===== src/rtl/nexys_starship_pkg.sv =====
// Shared definitions for the starship fault logic: state encodings,
// room indices and the 16-bit Galois LFSR used for random choices.
package nexys_starship_pkg;

   typedef enum logic [2:0] {
      IDLE = 3'b001,
      RUN  = 3'b010,
      OVER = 3'b100
   } state_e;

   localparam int ROOM_TOP   = 0;
   localparam int ROOM_BTM   = 1;
   localparam int ROOM_LEFT  = 2;
   localparam int ROOM_RIGHT = 3;

   // x^16 + x^14 + x^13 + x^11 + 1, right-shifting Galois form
   localparam logic [15:0] LFSR_SEED = 16'hACE1;
   localparam logic [15:0] LFSR_TAPS = 16'hB400;

   function automatic logic [15:0] lfsr_step(input logic [15:0] s);
      return (s >> 1) ^ (s[0] ? LFSR_TAPS : 16'h0000);
   endfunction

endpackage


===== src/rtl/nexys_starship_lfsr16.sv =====
// Free-running 16-bit LFSR; seed reloaded on reset. A maximal-length
// sequence from a non-zero seed never reaches the all-zero lock-up state.
module nexys_starship_lfsr16
   import nexys_starship_pkg::*;
(
   input  logic        Clk,
   input  logic        Reset,
   output logic [15:0] lfsr_q
);

   // Advance one step every non-reset cycle
   always_ff @(posedge Clk) begin
      if (Reset) lfsr_q <= LFSR_SEED;
      else       lfsr_q <= lfsr_step(lfsr_q);
   end

endmodule


===== src/rtl/nexys_starship_fault_dispatcher.sv =====
// Schedules break events to the room FSMs on a shrinking interval,
// choosing a healthy room from an LFSR candidate, and declares game over
// when any room stays broken too long.
module nexys_starship_fault_dispatcher
   import nexys_starship_pkg::*;
#(
   parameter int          NUM_ROOMS      = 4,
   parameter logic [31:0] INIT_INTERVAL  = 32'd200_000_000,
   parameter logic [31:0] MIN_INTERVAL   = 32'd50_000_000,
   parameter logic [31:0] INTERVAL_STEP  = 32'd10_000_000,
   parameter logic [31:0] BROKEN_TIMEOUT = 32'd1_000_000_000
) (
   input  logic                 Clk,
   input  logic                 Reset,
   input  logic                 play_flag,
   input  logic [NUM_ROOMS-1:0] room_broken,
   output logic [NUM_ROOMS-1:0] room_random,
   output logic [3:0]           random_hex,
   output logic                 gameover_ctrl,
   output logic [7:0]           fault_count,
   output logic                 q_Idle,
   output logic                 q_Run,
   output logic                 q_Over
);

   localparam int RW = (NUM_ROOMS > 1) ? $clog2(NUM_ROOMS) : 1;

   state_e                     state_q, state_d;
   logic [31:0]                cnt_q, cnt_d, cur_q, cur_d, cur_dec;
   logic [NUM_ROOMS-1:0][31:0] tmr_q, tmr_d;
   logic [NUM_ROOMS-1:0]       rr_q, rr_d, pick_oh;
   logic [3:0]                 hex_q, hex_d;
   logic [7:0]                 fc_q, fc_d;
   logic [15:0]                lfsr;
   logic                       timeout, expire;
   logic [RW-1:0]              idx;
   int                         cand;

   nexys_starship_lfsr16 u_lfsr (
      .Clk    (Clk),
      .Reset  (Reset),
      .lfsr_q (lfsr)
   );

   // First healthy room scanning cyclically from the LFSR candidate;
   // iterating backwards lets the nearest healthy room win.
   always_comb begin
      pick_oh = '0;
      idx     = '0;
      cand    = int'(lfsr[1:0]) % NUM_ROOMS;
      for (int k = NUM_ROOMS - 1; k >= 0; k--) begin
         idx = RW'((cand + k) % NUM_ROOMS);
         if (!room_broken[idx]) begin
            pick_oh      = '0;
            pick_oh[idx] = 1'b1;
         end
      end
   end

   // A room broken now whose timer already holds TIMEOUT-1 reaches the limit
   always_comb begin
      timeout = 1'b0;
      for (int i = 0; i < NUM_ROOMS; i++)
         if (room_broken[i] && (tmr_q[i] >= BROKEN_TIMEOUT - 32'd1)) timeout = 1'b1;
   end

   // Shrink the interval without wrapping below the floor
   assign cur_dec = ((cur_q >= INTERVAL_STEP) && ((cur_q - INTERVAL_STEP) > MIN_INTERVAL))
                    ? (cur_q - INTERVAL_STEP) : MIN_INTERVAL;
   // Counter reaching zero on this edge means a dispatch attempt now
   assign expire  = (cnt_q <= 32'd1);

   // Next-state, scheduling, timers and dispatch
   always_comb begin
      state_d = state_q;
      cnt_d   = cnt_q;
      cur_d   = cur_q;
      tmr_d   = tmr_q;
      rr_d    = '0;
      hex_d   = hex_q;
      fc_d    = fc_q;
      case (state_q)
         IDLE: begin
            cnt_d = INIT_INTERVAL;
            cur_d = INIT_INTERVAL;
            tmr_d = '0;
            if (play_flag) begin
               state_d = RUN;
               fc_d    = 8'd0;
            end
         end
         RUN: begin
            for (int i = 0; i < NUM_ROOMS; i++)
               tmr_d[i] = room_broken[i] ? tmr_q[i] + 32'd1 : 32'd0;
            cnt_d = cnt_q - 32'd1;
            if (timeout) begin
               // Timeout beats both a pending dispatch and a play drop
               state_d = OVER;
            end else if (!play_flag) begin
               state_d = IDLE;
            end else if (expire) begin
               cnt_d = cur_q;
               if (|pick_oh) begin
                  rr_d  = pick_oh;
                  hex_d = lfsr[7:4];
                  fc_d  = (fc_q == 8'hFF) ? fc_q : fc_q + 8'd1;
                  cur_d = cur_dec;
                  cnt_d = cur_dec;
               end
            end
         end
         OVER: begin
            tmr_d = '0;
            if (!play_flag) state_d = IDLE;
         end
         default: state_d = IDLE;
      endcase
   end

   // State and datapath registers
   always_ff @(posedge Clk) begin
      if (Reset) begin
         state_q <= IDLE;
         cnt_q   <= INIT_INTERVAL;
         cur_q   <= INIT_INTERVAL;
         tmr_q   <= '0;
         rr_q    <= '0;
         hex_q   <= 4'd0;
         fc_q    <= 8'd0;
      end else begin
         state_q <= state_d;
         cnt_q   <= cnt_d;
         cur_q   <= cur_d;
         tmr_q   <= tmr_d;
         rr_q    <= rr_d;
         hex_q   <= hex_d;
         fc_q    <= fc_d;
      end
   end

   assign room_random   = rr_q;
   assign random_hex    = hex_q;
   assign fault_count   = fc_q;
   assign gameover_ctrl = (state_q == OVER);
   assign q_Idle        = (state_q == IDLE);
   assign q_Run         = (state_q == RUN);
   assign q_Over        = (state_q == OVER);

endmodule


===== config.mk =====
export PLATFORM = sky130hd
export DESIGN_NAME = nexys_starship_fault_dispatcher
export DESIGN_NICKNAME = d
export VERILOG_FILES = /design/src/rtl/nexys_starship_pkg.sv /design/src/rtl/nexys_starship_lfsr16.sv /design/src/rtl/nexys_starship_fault_dispatcher.sv
export SDC_FILE = /design/constraint.sdc
export NUM_CORES = 1
export LEC_CHECK = 0
export CAP_MARGIN = 10
export CORE_ASPECT_RATIO = 2
export CORE_MARGIN = 2
export CORE_UTILIZATION = 44
export DETAILED_ROUTE_END_ITERATION = 10
export PLACE_DENSITY_LB_ADDON = 0.2
export SLEW_MARGIN = 15
export SYNTH_ARGS = -nofsm -noshare
export SYNTH_HDL_FRONTEND = slang
export SYNTH_SLANG_ARGS = --single-unit

===== constraint.sdc =====
create_clock -name Clk -period 3.29 [get_ports Clk]
set_input_delay 0.329 -clock Clk [delete_from_list [all_inputs] [get_ports Clk]]
set_output_delay 0.329 -clock Clk [all_outputs]
set_load 0.02 [all_outputs]

==> results of run 1 <==
==> cells by family after synthesis <==
family                   Yosys count
XOR/XNOR                          42
flip-flops                       227
multiplexers                      19
AO/OA/AOI/OAI                    497
buffers and inverters            141
AND/OR/NAND/NOR                  792
adder cells (fa/ha/maj)           13
==> state kept, by name, summed over array words and instances (netlist names) <==
signal	flops
cnt_q	32
cur_q	32
fault_count	8
random_hex	4
room_random	4
state_q	3
tmr_q	128
u_lfsr.lfsr_q	16
==> metrics by stage <==
| step | hold slack (ns) | instance area (sq um) | std cells | setup TNS, ns |
|---|---|---|---|---|
| 2_1_floorplan | 0.389 | 12800 | 1731 | 0 |
| 3_3_place_gp | 0.396 | 14900 | 2229 | -15.46 |
| 3_5_place_dp | 0.402 | 14900 | 2229 | -17.20 |
| 4_1_cts | 0.155 | 15800 | 2274 | -0.00926 |
| 5_1_grt | 0.179 | 16200 | 2284 | -1.73 |
| 6_report | 0.193 | 16200 | 2285 | -0.133 |
==> final cells by class <==
| class | instances | area [sq um] |
|---|---|---|
| Antenna cell | 1 | 2.50 |
| Clock buffer | 28 | 624 |
| Clock inverter | 13 | 189 |
| Fill cell | 2694 | 12600 |
| Inverter | 31 | 116 |
| Multi-Input combinational cell | 1364 | 8100 |
| Sequential cell | 227 | 4550 |
| Tap cell | 360 | 450 |
| Timing Repair Buffer | 261 | 2120 |
==> timing repair <==
item | CTS | global route
resized for setup | 27 | 54
pin swaps | 13 | 19
hold buffers | 0 | 0
endpoints found under the setup margin | 51 | 77
gates cloned | 0 | 1
buffers inserted | 4 | 9
==> worst max-delay path: cells and delay by family, from the launching register on <==
| kind | cells | cell delay, ns |
|---|---|---|
| fa+ha+maj | 1 | 0.15 |
| mux | 1 | 0.33 |
| simple gates | 4 | 0.64 |
| buf+inv | 2 | 0.22 |
| flops | 1 | 0.35 |
| compound gates | 5 | 1.53 |
==> worst paths after layout <==
check,start,end
min reg2reg,u_lfsr.lfsr_q[8],u_lfsr.lfsr_q[7]
min,Reset,tmr_q[47]
max reg2reg,cur_q[7],cnt_q[22]
max,cur_q[7],cnt_q[22]
==> routing by layer <==
layer  track usage  vias up
met5             0        -
met4         0.200        0
met3        0.0513      193
met2         0.547      422
met1         0.257     6702
li1              -     6667
==> synth_stat cells, types with 8 or more instances <==
cell type                    n
sky130_fd_sc_hd__a211oi_1   17
sky130_fd_sc_hd__a21o_1      9
sky130_fd_sc_hd__a21oi_1   145
sky130_fd_sc_hd__a22oi_1    32
sky130_fd_sc_hd__a311oi_1   28
sky130_fd_sc_hd__a31oi_1    39
sky130_fd_sc_hd__and2_1     18
sky130_fd_sc_hd__and3_1     44
sky130_fd_sc_hd__buf_2       8
sky130_fd_sc_hd__clkbuf_1   96
sky130_fd_sc_hd__dfxtp_1   227
sky130_fd_sc_hd__ha_1       13
sky130_fd_sc_hd__inv_1      30
sky130_fd_sc_hd__mux2i_1    14
sky130_fd_sc_hd__nand2_1   171
sky130_fd_sc_hd__nand2b_1   14
sky130_fd_sc_hd__nand3_1    70
sky130_fd_sc_hd__nand3b_1   13
sky130_fd_sc_hd__nand4_1    26
sky130_fd_sc_hd__nand4b_1   12
sky130_fd_sc_hd__nor2_1    253
sky130_fd_sc_hd__nor2b_1    12
sky130_fd_sc_hd__nor3_1     67
sky130_fd_sc_hd__nor4_1     36
sky130_fd_sc_hd__o211ai_1    9
sky130_fd_sc_hd__o21a_1     11
sky130_fd_sc_hd__o21ai_0   133
sky130_fd_sc_hd__or2_2      11
sky130_fd_sc_hd__or3_1      12
sky130_fd_sc_hd__or4_1      10
sky130_fd_sc_hd__xnor2_1    25
sky130_fd_sc_hd__xor2_1     17
==> where the power goes <==
part           switching (mW)  internal, mW
Sequential             0.0172          2.77
Clock                    1.20          1.68
Combinational           0.432         0.262
Total                    1.65          4.71
==> results.env, run 1 <==
DR_WL_MET2_MICRONS=24200
REPORT.FINAL.SETUP_VIOL=5
IO_BUFFER_COUNT=26
YOSYS.AREA_SHARE.SIMPLE=0.300
FAILING_CHECKS='setup timing'
NUMBER_OF_GLOBAL_ROUTE_VIAS_BEFORE_REPAIR=13949
CTS_BUFFER_DEPTH=3
CLOCK_SINKS=227
GRT_ANTENNA_BEFORE_REPAIR=0
WORST_EP_REQUIRED_TIME_NS=3.71
ASYNC_RESET_FF_FRAC=0
TIMING.CRITICAL_PATH.TO_TYPE='flip-flop'
DPL_WORST_SLACK_NS=-0.459
MET3WIRELENGTH_MICRONS=2050
GRT_PASS1_WL_MICRONS=70500
SYNTH_WARNINGS=0
YOSYS_REGISTER_BITS=227
DIEAREA_SQ_UM=30600
FINALWORSTPATHREQUIREDPERIOD_NS=3.33
SYNTH_TOP_AREA_SHARE=0.355
YOSYS-TOP-CELLS-AREA='sky130_fd_sc_hd__dfxtp_1 35%, sky130_fd_sc_hd__nor2_1 7.4%, sky130_fd_sc_hd__a21oi_1 5.7%, sky130_fd_sc_hd__o21ai_0 5.2%, sky130_fd_sc_hd__nand2_1 5.0%'
CLK_LATENCY_NS=0.54
CAP_VIOL_MAX_COUNT=0
YOSYS.AREA_SHARE.ADDER=0.0127
SYNTHCELLS=1731
POWER.STATIC_LEAKAGE_nW=5.97
SYNTH_COMPOUND_GATE_AREA_SHARE=0.242
FINAL_MAX_SLEW_VIOL_COUNT=0
ROUTED_VIA_DENSITY=6.12
CPPEAKSTAGEDELAY_NS=0.48
FMAX_GHz=0.300
STD_CELL_ROWS=88
COMMONEST_CELLS_AFTER_ROUTING_FILL_AND_TAPS_ASIDE='246 x sky130_fd_sc_hd__nor2_1, 223 x sky130_fd_sc_hd__buf_4, 220 x sky130_fd_sc_hd__dfxtp_1, 170 x sky130_fd_sc_hd__nand2_1, 142 x sky130_fd_sc_hd__a21oi_1'
WORST_HOLD_PATH.NUM_CELLS=2
LAYOUT.CORE_UTILIZATION=0.562
POST_SYNTH_DESIGN_CELL_AREA_SQ_UM=12800
GPL.FINAL_WEIGHTED_CONGESTION=0.987
TIMING.REG2REG.SETUP_SLACK_NS=-0.04
SYNTH-XOR-AREA-SHARE=0.0287
CRIT_CHAIN='inv_2 > ha_4 > nand4b_1 > a2111o_1 > and2_4 > and4b_1 > o221ai_2 > mux2_4 > o21a_2 > o21ai_4 > buf_6 > nand3_1 > a31o_2'
SYNTH_ENABLE_FLOP_CELLS=0
DRT_ITER0_DRC=916
MOSTFREQUENTLAYOUTCELL='sky130_fd_sc_hd__nor2_1'
GRT_REMAINING_OVERFLOW=0
WORST-PATH-MAX-FANOUT=5
SETUP_SLACK_NS=-0.0443
GRT_SETUP_UNREPAIRED='yes'
WORST_IR_DROP_VDD_mV=0.526
DP_HPWL_MICRONS=31800
POST_ROUTE_CELLS_DRIVE_ABOVE_1_SHARE=0.191
TOTAL_POWER_mW=6.36
ROUTE.ANTENNA.REMAINING_NETS=0
NUMBER_OF_CLOCK_BUFFERS_INSERTED_BY_TRITONCTS=23
TIMING_HOLD_VIOLATIONS_FINAL=0
SYN_NETS=1751
SEQUENTIAL_AREA_SHARE_AFTER_SYNTHESIS=0.355
FF2FF_PATH_DEPTH=13
MUXSHAREOFSYNTHAREA=0.0174
FP.DIEW_MICRONS=125
SETUP.WORST_PATH.START_CLASS='flip-flop'
IOPINCOUNT=27
SYNTH.AVG_CELL_AREA_SQ_UM=7.40
CLOCK-SKEW-FINAL_NS=0.0161
FINAL_NET_COUNT=1928
CLKTRANSATPATHREGS_NS=0.07
ROUTE.TOP_LAYER_USED='met4'
LARGEST_NET_DEGREE_AT_THE_START_OF_GLOBAL_ROUTING=90
HOLD_PATH_CLASS='input pin to flip-flop'
SLEW_HEADROOM=0.323
TIMING.CRITICAL_PATH.ARRIVAL_NS=3.76
CRITICAL_PATH.SLOWEST_CELL='sky130_fd_sc_hd__a2111o_1'
DETAIL_ROUTE.DRC_VIOLATIONS=0
POSTROUTEWIRELENGTH_MICRONS=44400
SYNTHFLOPTYPE='sky130_fd_sc_hd__dfxtp_1'
CLOCKROOTBUFFER='sky130_fd_sc_hd__clkbuf_16'
TOTAL_POWER_DENSITY_PER_CELL_AREA_nW_PER_UM2=394
SYN2LAYOUT_AREA_GROWTH_PCT=26.1
RUN_STATUS='finished with violations'
CTS_TREE='yes'
AREA_OF_THE_PLACEABLE_CORE_SQ_UM=28700
MAX_SLEW.WORST_PIN.SLEW_NS=1.02
DRT_PRE_ANTENNA_ITERS=5
HTREEDEPTH=1
START_UTIL=0.446
POST-SYNTH-TOP-AREA-CELL='sky130_fd_sc_hd__dfxtp_1'
CRITICALPATHCATEGORY='flip-flop to flip-flop'
DIE_HEIGHT_MICRONS=245
DOMINANT_COMBINATIONAL_CELL_FAMILY_BY_AREA_AFTER_SYNTHESIS='simple AND/OR/NAND/NOR gates'
ROUTE.VIAS.TOTAL=13984
M1WIRELENGTH_MICRONS=14900
GRT_OVERALL_USAGE=0.281
SYNTHDISTINCTLIBCELLS=81
DETAIL_ROUTE.WL_PER_CELL_MICRONS=19.4
LAYOUT_WORST_PATH_CYCLE_SHARE=1.01
No activity file was read; power rests on OpenSTA's default activity.
==> inputs of run 2 (changes only) <==
Settings changed: SETUP_SLACK_MARGIN from default to 0.05.
==> run 2 against run 1 <==
  * The flow still finishes with violations (setup timing)
  * Critical path depth did not move
  * Hold slack got worse by 0.029 ns
  * Power fell by 1.2%
  * Highest routed layer is now met5
  * Die area did not move
  * Cell count fell by 2.0%
  * Final area fell by 2.1%
  * Register-to-register slack improved by 0.02 ns
  * Worst setup slack improved by 0.017 ns
  * Largest power group unchanged
  * Clock skew barely moved
  * Critical endpoint is now cur_q[10]
  * Sequential share of layout area rose by 0.61 points
  * Maximum frequency rose by 0.53%
  * Utilization fell by 1.2 points
==> results.env, run 2 (synthesized netlist as in run 1, its figures left out) <==
WORST_EP_REQUIRED_TIME_NS=3.74  # was 3.71 ns
DRT_PRE_ANTENNA_ITERS=5  # unchanged
FMAX_GHz=0.301  # was 0.300 GHz
ANTENNA_CELLS_INSERTED=0  # was 1
CLOCK_SINKS=227  # unchanged
CAP_VIOL_MAX_COUNT=0  # unchanged
SETUP_TNS_NS=-0.0269  # was -0.133 ns
DETAIL_ROUTE.DRC_VIOLATIONS=0  # unchanged
LARGEST_NET_DEGREE_AT_THE_START_OF_GLOBAL_ROUTING=83  # was 90
REGISTER_RANKED_FIRST_BY_FLIP_FLOP_COUNT='tmr_q'  # unchanged
DETAIL_ROUTE.WL_PER_CELL_MICRONS=18.4  # was 19.4 microns
CRITICALPATHCATEGORY='flip-flop to flip-flop'  # unchanged
TIMING.CRITICAL_PATH.ARRIVAL_NS=3.77  # was 3.76 ns
FP.DIEW_MICRONS=125  # unchanged
WORST_IR_DROP_VDD_mV=0.364  # was 0.526 mV
DIEAREA_SQ_UM=30600  # unchanged
CLOCK-SKEW-FINAL_NS=0.0164  # was 0.0161 ns
FINAL_MAX_SLEW_VIOL_COUNT=0  # unchanged
LARGESTREGISTERS='tmr_q x128, cnt_q x32, cur_q x32'  # unchanged
RUN_STATUS='finished with violations'  # unchanged
START_UTIL=0.446  # unchanged
FF2FF_PATH_DEPTH=13  # unchanged
STD_CELL_ROWS=88  # unchanged
POSTROUTEWIRELENGTH_MICRONS=41200  # was 44400 microns
FINAL_NET_COUNT=1886  # was 1928
POST_CTS_HOLD_BUFFER_COUNT=0  # unchanged
CRIT-REG2REG-LAUNCH='cur_q[7]'  # unchanged
CRIT_CHAIN='inv_2 > ha_4 > nand4b_1 > a2111o_1 > and2_4 > and4b_1 > o221ai_2 > mux2_4 > buf_6 > o21ai_4 > nand2_4 > or4_4 > a31oi_1'  # was inv_2 > ha_4 > nand4b_1 > a2111o_1 > and2_4 > and4b_1 > o221ai_2 > mux2_4 > o21a_2 > o21ai_4 > buf_6 > nand3_1 > a31o_2
DIE_HEIGHT_MICRONS=245  # unchanged
CTS_BUFFER_DEPTH=3  # unchanged
DRT_ITER0_DRC=776  # was 916
IOPINCOUNT=27  # unchanged
HOLDPATHEND='fault_count[4]'  # was tmr_q[47]
DP_HPWL_MICRONS=30200  # was 31800 microns
CLKTRANSATPATHREGS_NS=0.07  # about the same
CTS_TREE='yes'  # unchanged
GRT_ANTENNA_BEFORE_REPAIR=1  # was 0
COMMONEST_CELLS_AFTER_ROUTING_FILL_AND_TAPS_ASIDE='245 x sky130_fd_sc_hd__nor2_1, 220 x sky130_fd_sc_hd__dfxtp_1, 183 x sky130_fd_sc_hd__buf_4, 168 x sky130_fd_sc_hd__nand2_1, 142 x sky130_fd_sc_hd__a21oi_1'  # was 246 x sky130_fd_sc_hd__nor2_1, 223 x sky130_fd_sc_hd__buf_4, 220 x sky130_fd_sc_hd__dfxtp_1, 170 x sky130_fd_sc_hd__nand2_1, 142 x sky130_fd_sc_hd__a21oi_1
HOLD_PATH_CLASS='input pin to flip-flop'  # unchanged
GRT_PASS1_WL_MICRONS=66300  # was 70500 microns
CLOCKROOTBUFFER='sky130_fd_sc_hd__clkbuf_16'  # unchanged
SYN2LAYOUT_AREA_GROWTH_PCT=23.4  # was 26.1%
WORST_HOLD_PATH.NUM_CELLS=2  # unchanged
CPPEAKSTAGEDELAY_NS=0.50  # was 0.48 ns
AREA_OF_THE_PLACEABLE_CORE_SQ_UM=28700  # unchanged
LAYOUT_WORST_PATH_CYCLE_SHARE=1.01  # about the same
TIMING.CRITICAL_PATH.TO_TYPE='flip-flop'  # unchanged
SLEW_HEADROOM=0.398  # was 0.323
NUMBER_OF_CLOCK_BUFFERS_INSERTED_BY_TRITONCTS=23  # unchanged
POWER.STATIC_LEAKAGE_nW=5.77  # was 5.97 nW
DPL_WORST_SLACK_NS=-0.289  # was -0.459 ns
FINALWORSTPATHREQUIREDPERIOD_NS=3.32  # was 3.33 ns
GRT_OVERALL_USAGE=0.262  # was 0.281
SETUP.WORST_PATH.START_CLASS='flip-flop'  # unchanged
FAILING_CHECKS='setup timing'  # unchanged
SETUP_SLACK_NS=-0.0269  # was -0.0443 ns
GRT_SETUP_UNREPAIRED='yes'  # unchanged
ROUTE.ANTENNA.REMAINING_NETS=0  # unchanged
POST_ROUTE_CELLS_DRIVE_ABOVE_1_SHARE=0.171  # was 0.191
MAX_SLEW.WORST_PIN.SLEW_NS=0.902  # was 1.02 ns
LARGEST_REG_FLOPS=128  # unchanged
ROUTE.VIAS.TOTAL=13425  # was 13984
GRT_REMAINING_OVERFLOW=0  # unchanged
WORST_R2R_ENDPOINT='cur_q[10]'  # was cnt_q[22]
GPL.FINAL_WEIGHTED_CONGESTION=0.955  # was 0.987
CRITICAL_PATH.SLOWEST_CELL='sky130_fd_sc_hd__or4_4'  # was sky130_fd_sc_hd__a2111o_1
CLK_LATENCY_NS=0.54  # about the same
ROUTED_VIA_DENSITY=5.99  # was 6.12
IO_BUFFER_COUNT=26  # unchanged
WORST-PATH-MAX-FANOUT=5  # unchanged
HOLDWS_NS=0.164  # was 0.193 ns
TIMING_HOLD_VIOLATIONS_FINAL=0  # unchanged
TIMING.REG2REG.SETUP_SLACK_NS=-0.03  # was -0.04 ns
NUMBER_OF_GLOBAL_ROUTE_VIAS_BEFORE_REPAIR=13094  # was 13949
HOLD_PATH_STARTPOINT='Reset'  # unchanged
MOSTFREQUENTLAYOUTCELL='sky130_fd_sc_hd__nor2_1'  # unchanged
HTREEDEPTH=1  # unchanged
REPORT.FINAL.SETUP_VIOL=1  # was 5
TOTAL_POWER_DENSITY_PER_CELL_AREA_nW_PER_UM2=398  # was 394 nW/um^2
## run 2: changes by cell type in the layout (fill, tap and decap cells not counted), sizes merged
| cell | previous run | this run |
|---|---|---|
| bufinv | 4 | 5 |
| clkinvlp | 2 | 1 |
| inv | 33 | 31 |
| diode | 1 | 0 |
| o21ai | 142 | 141 |
| buf | 236 | 195 |
## run 2: worst max-delay path by stage
stage / from / slack (ns) / depth (start not counted) / end
after floorplan: cur_q[7] / 0.003 / 14 / cur_q[10]
after global placement: cur_q[16] / -0.21 / 13 / cur_q[7]
after detailed placement: cur_q[16] / -0.29 / 13 / cnt_q[3]
after CTS: cur_q[7] / -0.04 / 13 / cur_q[10]
after global routing: cur_q[7] / -0.12 / 13 / cur_q[10]
final: cur_q[7] / -0.03 / 13 / cur_q[10]
## run 2: through the flow
stage          utilization  total power, mW  instances  cell area, sq um
3_3_place_gp         0.508             3.45       2193             14600
4_1_cts              0.540             6.34       2236             15500
2_1_floorplan            -             3.20       1731             12800
5_1_grt              0.550             6.52       2240             15800
6_report             0.550             6.29       2240             15800
3_5_place_dp         0.508             3.46       2193             14600
## run 2: power by group
group          internal [mW]  switching, mW  total [mW]
Clock                   1.72           1.14        2.86
Sequential              2.77         0.0162        2.79
Combinational          0.240          0.404       0.644
Total                   4.73           1.56        6.29
## run 2: layout make-up
class	count	area [sq um]
inverters	31	118
clock buffers	28	614
flip-flops and latches	227	4550
well taps	360	450
multi-input cells	1363	8080
fillers	2760	12900
repair buffers	220	1810
clock inverters	11	186
## run 2: per-layer routing
layer | share of wire | track usage
met2 | 0.56 | 0.527
met5 | 0.00027 | 0
met3 | 0.030 | 0.0257
met1 | 0.36 | 0.258
met4 | 0.055 | 0.143
## run 2: what timing repair did
action                                  CTS  global route
gates resized for setup                  27            59
buffers inserted                          4             4
pin swaps                                 8            17
endpoints found under the setup margin   65            81
## run 2: worst max-delay path: cells and delay by family (launching register included)
| family | cells | cell delay (ns) |
|---|---|---|
| adder cells (fa/ha/maj) | 1 | 0.15 |
| multiplexers | 1 | 0.33 |
| AND/OR/NAND/NOR | 5 | 1.20 |
| AO/OA/AOI/OAI | 4 | 1.02 |
| flip-flops | 1 | 0.34 |
| buffers and inverters | 2 | 0.17 |
==> inputs of run 3 (changes only) <==
Settings changed: CORE_MARGIN 2 to 8, CORE_UTILIZATION 44 to 57, SYNTH_HIERARCHICAL from default to 1.
==> run 3 against run 2 <==
  * The run still ends with setup timing left
  * Power rose by 6.4%
  * Sequential power about the same
  * Cell count fell by 1.7%
  * Critical path depth decreased by 3
  * Non-clock buffer count grew 44
  * Highest routed layer is now met4
  * Via count increased by 8.4%
  * Wire length up 15%
  * Die area shrank 7.6%
  * Worst setup slack worse by 0.035 ns
  * Synthesized cell count decreased by 0.17%
  * Largest cell class unchanged
  * Combinational power grew 49%
  * Register-to-register slack lost 0.03 ns
==> results.env, run 3 <==
GRT_SETUP_UNREPAIRED='yes'  # unchanged
CTS_BUFFER_DEPTH=3  # unchanged
FINALWORSTPATHREQUIREDPERIOD_NS=3.35  # was 3.32 ns
LARGEST_REG_FLOPS=128  # unchanged
POWER.STATIC_LEAKAGE_nW=5.89  # was 5.77 nW
IO_BUFFER_COUNT=26  # unchanged
CLOCKROOTBUFFER='sky130_fd_sc_hd__clkbuf_16'  # unchanged
WORST_EP_REQUIRED_TIME_NS=3.74  # about the same
FMAX_GHz=0.298  # was 0.301 GHz
YOSYS-TOP-CELLS-AREA='sky130_fd_sc_hd__dfxtp_1 35%, sky130_fd_sc_hd__nor2_1 6.4%, sky130_fd_sc_hd__o21ai_0 5.3%, sky130_fd_sc_hd__a21oi_1 5.0%, sky130_fd_sc_hd__nand2_1 4.8%'  # was sky130_fd_sc_hd__dfxtp_1 35%, sky130_fd_sc_hd__nor2_1 7.4%, sky130_fd_sc_hd__a21oi_1 5.7%, sky130_fd_sc_hd__o21ai_0 5.2%, sky130_fd_sc_hd__nand2_1 5.0%
TIMING.CRITICAL_PATH.ARRIVAL_NS=3.80  # was 3.77 ns
SYNTH_WARNINGS=6  # was 0
START_UTIL=0.578  # was 0.446
GPL.FINAL_WEIGHTED_CONGESTION=1.07  # was 0.955
CLKTRANSATPATHREGS_NS=0.07  # about the same
GRT_OVERALL_USAGE=0.322  # was 0.262
SETUP.WORST_PATH.END='cnt_q[20]'  # was cur_q[10]
GRT_ANTENNA_BEFORE_REPAIR=0  # was 1
POST-SYNTH-TOP-AREA-CELL='sky130_fd_sc_hd__dfxtp_1'  # unchanged
ROUTE.VIAS.TOTAL=14551  # was 13425
SYNTHFLOPTYPE='sky130_fd_sc_hd__dfxtp_1'  # unchanged
CLOCK-SKEW-FINAL_NS=0.0231  # was 0.0164 ns
POST_ROUTE_CELLS_DRIVE_ABOVE_1_SHARE=0.198  # was 0.171
AREA_OF_THE_PLACEABLE_CORE_SQ_UM=22500  # was 28700 sq um
DP_HPWL_MICRONS=32900  # was 30200 microns
CPPEAKSTAGEDELAY_NS=0.54  # was 0.50 ns
FINAL_MAX_SLEW_VIOL_COUNT=0  # unchanged
REPORT.FINAL.SETUP_VIOL=19  # was 1
TIMING_HOLD_VIOLATIONS_FINAL=0  # unchanged
SYN_NETS=1748  # was 1751
GRT_PASS1_WL_MICRONS=72400  # was 66300 microns
MAX_SLEW.WORST_PIN.SLEW_NS=0.985  # was 0.902 ns
DIE_HEIGHT_MICRONS=230  # was 245 microns
CTS_TREE='yes'  # unchanged
TOTAL_POWER_DENSITY_PER_CELL_AREA_nW_PER_UM2=409  # was 398 nW/um^2
DETAIL_ROUTE.WL_PER_CELL_MICRONS=21.5  # was 18.4 microns
LARGESTREGISTERS='tmr_q x128, cnt_q x32, cur_q x32'  # unchanged
SETUP.WORST_PATH.START_CLASS='flip-flop'  # unchanged
ASYNC_RESET_FF_FRAC=0  # unchanged
DIEAREA_SQ_UM=28300  # was 30600 sq um
ANTENNA_CELLS_INSERTED=0  # unchanged
WORST_IR_DROP_VDD_mV=0.528  # was 0.364 mV
FAILING_CHECKS='setup timing'  # unchanged
SYNTHCELLS=1728  # was 1731
SYNTH_ENABLE_FLOP_CELLS=0  # unchanged
TIMING.REG2REG.SETUP_SLACK_NS=-0.06  # was -0.03 ns
WORSTSETUPPATHDEPTH=10  # was 13
CLOCK_SINKS=227  # unchanged
CRITICAL_PATH.SLOWEST_CELL='sky130_fd_sc_hd__or4_4'  # unchanged
CAP_VIOL_MAX_COUNT=0  # unchanged
LAYOUT.FILLER_CELLS=1813  # was 2760
POST_CTS_HOLD_BUFFER_COUNT=0  # unchanged
CRITICAL_PATH.TOP_DELAY_FAMILY='simple AND/OR/NAND/NOR gates'  # unchanged
SETUP_TNS_NS=-0.395  # was -0.0269 ns
SYNTHDISTINCTLIBCELLS=91  # was 81
SLEW_HEADROOM=0.339  # was 0.398
NUMBER_OF_CLOCK_BUFFERS_INSERTED_BY_TRITONCTS=23  # unchanged
HOLD_PATH_CLASS='flip-flop to flip-flop'  # was input pin to flip-flop
FINISH.CELL_COUNT_WITHOUT_FILLERS=2202  # was 2240
CRITICALPATHCATEGORY='flip-flop to flip-flop'  # unchanged
DRT_ITER0_DRC=1322  # was 776
ROUTED_VIA_DENSITY=6.61  # was 5.99
HTREEDEPTH=1  # unchanged
POSTROUTEWIRELENGTH_MICRONS=47400  # was 41200 microns
SETUP_SLACK_NS=-0.0614  # was -0.0269 ns
FF2FF_PATH_DEPTH=10  # was 13
SYN2LAYOUT_AREA_GROWTH_PCT=25.6  # was 23.4%
CRIT_CHAIN='o211ai_1 > buf_4 > a2111o_1 > a31oi_1 > or4_4 > nor4_4 > buf_4 > nor4_4 > or3_4 > o211ai_1'  # was inv_2 > ha_4 > nand4b_1 > a2111o_1 > and2_4 > and4b_1 > o221ai_2 > mux2_4 > buf_6 > o21ai_4 > nand2_4 > or4_4 > a31oi_1
GRT_REMAINING_OVERFLOW=0  # unchanged
CRITPATHBUFINV=2  # unchanged
CRIT-REG2REG-LAUNCH='cur_q[7]'  # unchanged
IOPINCOUNT=27  # unchanged
SYNTH_TOP_AREA_SHARE=0.349  # was 0.355
SYNTH.AVG_CELL_AREA_SQ_UM=7.54  # was 7.40 sq um
REGISTER_RANKED_FIRST_BY_FLIP_FLOP_COUNT='tmr_q'  # unchanged
HOLD_PATH_STARTPOINT='u_lfsr/lfsr_q[12]'  # was Reset
LARGEST_NET_DEGREE_AT_THE_START_OF_GLOBAL_ROUTING=87  # was 83
TOTAL_POWER_mW=6.69  # was 6.29 mW
STARTPOINT='cur_q[7]'  # unchanged
WORST_R2R_ENDPOINT='cnt_q[20]'  # was cur_q[10]
STD_CELL_ROWS=78  # was 88
WORST-PATH-MAX-FANOUT=5  # unchanged
TIMING.CRITICAL_PATH.TO_TYPE='flip-flop'  # unchanged
YOSYS_REGISTER_BITS=227  # unchanged
LAYOUT.CORE_UTILIZATION=0.726  # was 0.550
CLK_LATENCY_NS=0.54  # about the same
DRT_PRE_ANTENNA_ITERS=6  # was 5
FINAL_NET_COUNT=1925  # was 1886
SYNTH.MOST_COMMON_CELL='sky130_fd_sc_hd__dfxtp_1'  # was sky130_fd_sc_hd__nor2_1
DP.CELLS=2141  # was 2193
POST_SYNTH_DESIGN_CELL_AREA_SQ_UM=13000  # was 12800 sq um
ROUTE.ANTENNA.REMAINING_NETS=0  # unchanged
POST_SYNTH_MOST_FREQUENT_CELLS='227 x sky130_fd_sc_hd__dfxtp_1, 221 x sky130_fd_sc_hd__nor2_1, 168 x sky130_fd_sc_hd__nand2_1'  # was 253 x sky130_fd_sc_hd__nor2_1, 227 x sky130_fd_sc_hd__dfxtp_1, 171 x sky130_fd_sc_hd__nand2_1
SEQUENTIAL_AREA_SHARE_AFTER_SYNTHESIS=0.349  # was 0.355
FP.DIEW_MICRONS=123  # was 125 microns
COMMONEST_CELLS_AFTER_ROUTING_FILL_AND_TAPS_ASIDE='223 x sky130_fd_sc_hd__dfxtp_1, 219 x sky130_fd_sc_hd__buf_4, 216 x sky130_fd_sc_hd__nor2_1, 165 x sky130_fd_sc_hd__nand2_1, 132 x sky130_fd_sc_hd__o21ai_0'  # was 245 x sky130_fd_sc_hd__nor2_1, 220 x sky130_fd_sc_hd__dfxtp_1, 183 x sky130_fd_sc_hd__buf_4, 168 x sky130_fd_sc_hd__nand2_1, 142 x sky130_fd_sc_hd__a21oi_1
DETAIL_ROUTE.DRC_VIOLATIONS=0  # unchanged
RUN_STATUS='finished with violations'  # unchanged
LAYOUT_WORST_PATH_CYCLE_SHARE=1.02  # was 1.01
NUMBER_OF_GLOBAL_ROUTE_VIAS_BEFORE_REPAIR=14021  # was 13094
MOSTFREQUENTLAYOUTCELL='sky130_fd_sc_hd__dfxtp_1'  # was sky130_fd_sc_hd__nor2_1
## run 3: logic make-up after synthesis
group,count (synthesis),share of synthesized area
AO/OA/AOI/OAI,519,0.258
XOR/XNOR,35,0.0235
adder cells (fa/ha/maj),13,0.0125
buffers and inverters,137,0.0429
flip-flops,227,0.349
multiplexers,13,0.0130
AND/OR/NAND/NOR,784,0.301
## run 3: worst min-delay path by stage
stage,cells after the start,slack [ns],end
after floorplan,1,0.38,u_lfsr/lfsr_q[7]
after global placement,1,0.39,u_lfsr/lfsr_q[11]
after detailed placement,1,0.40,u_lfsr/lfsr_q[7]
after CTS,3,0.33,cur_q[9]
after global routing,3,0.40,cur_q[9]
final,1,0.42,u_lfsr/lfsr_q[11]
## run 3: timing repair
action                                 CTS  global route
endpoints found under the hold margin    0             0
setup endpoints to repair               43            63
pin swaps                                7            28
buffers inserted                         5            13
gates cloned                             0             2
resized for setup                       14            84
## run 3: final cells by class
type / instances / area, sq um / share of cell area
clock buffer: 32 / 669 / 0.0409
clock inverter: 10 / 160 / 0.00979
inverter: 25 / 93.8 / 0.00573
multi-input combinational: 1364 / 8330 / 0.509
sequential: 227 / 4550 / 0.278
tap: 280 / 350 / 0.0214
timing repair buffer: 264 / 2210 / 0.135
## run 3: per-layer routing
metal	GRT usage	wire (microns)	up-vias
li1	-	-	6768
met1	0.291	15300	6900
met2	0.587	24400	625
met3	0.0707	3280	258
met4	0.266	4370	0
met5	0	0	-
## run 3: through the flow
stage,hold slack [ns],setup WS [ns],instance area (sq um)
2_1_floorplan,0.383,0.0982,13000
3_3_place_gp,0.390,-0.0442,14900
3_5_place_dp,0.398,-0.0705,14900
4_1_cts,0.328,0.0454,15800
5_1_grt,0.405,-0.0931,16400
6_report,0.420,-0.0614,16400
## run 3: power breakdown
part	switching, mW	internal, mW	leakage, nW
registers	0.0318	2.78	1.84
clock network	1.17	1.74	0.413
logic	0.583	0.377	3.64
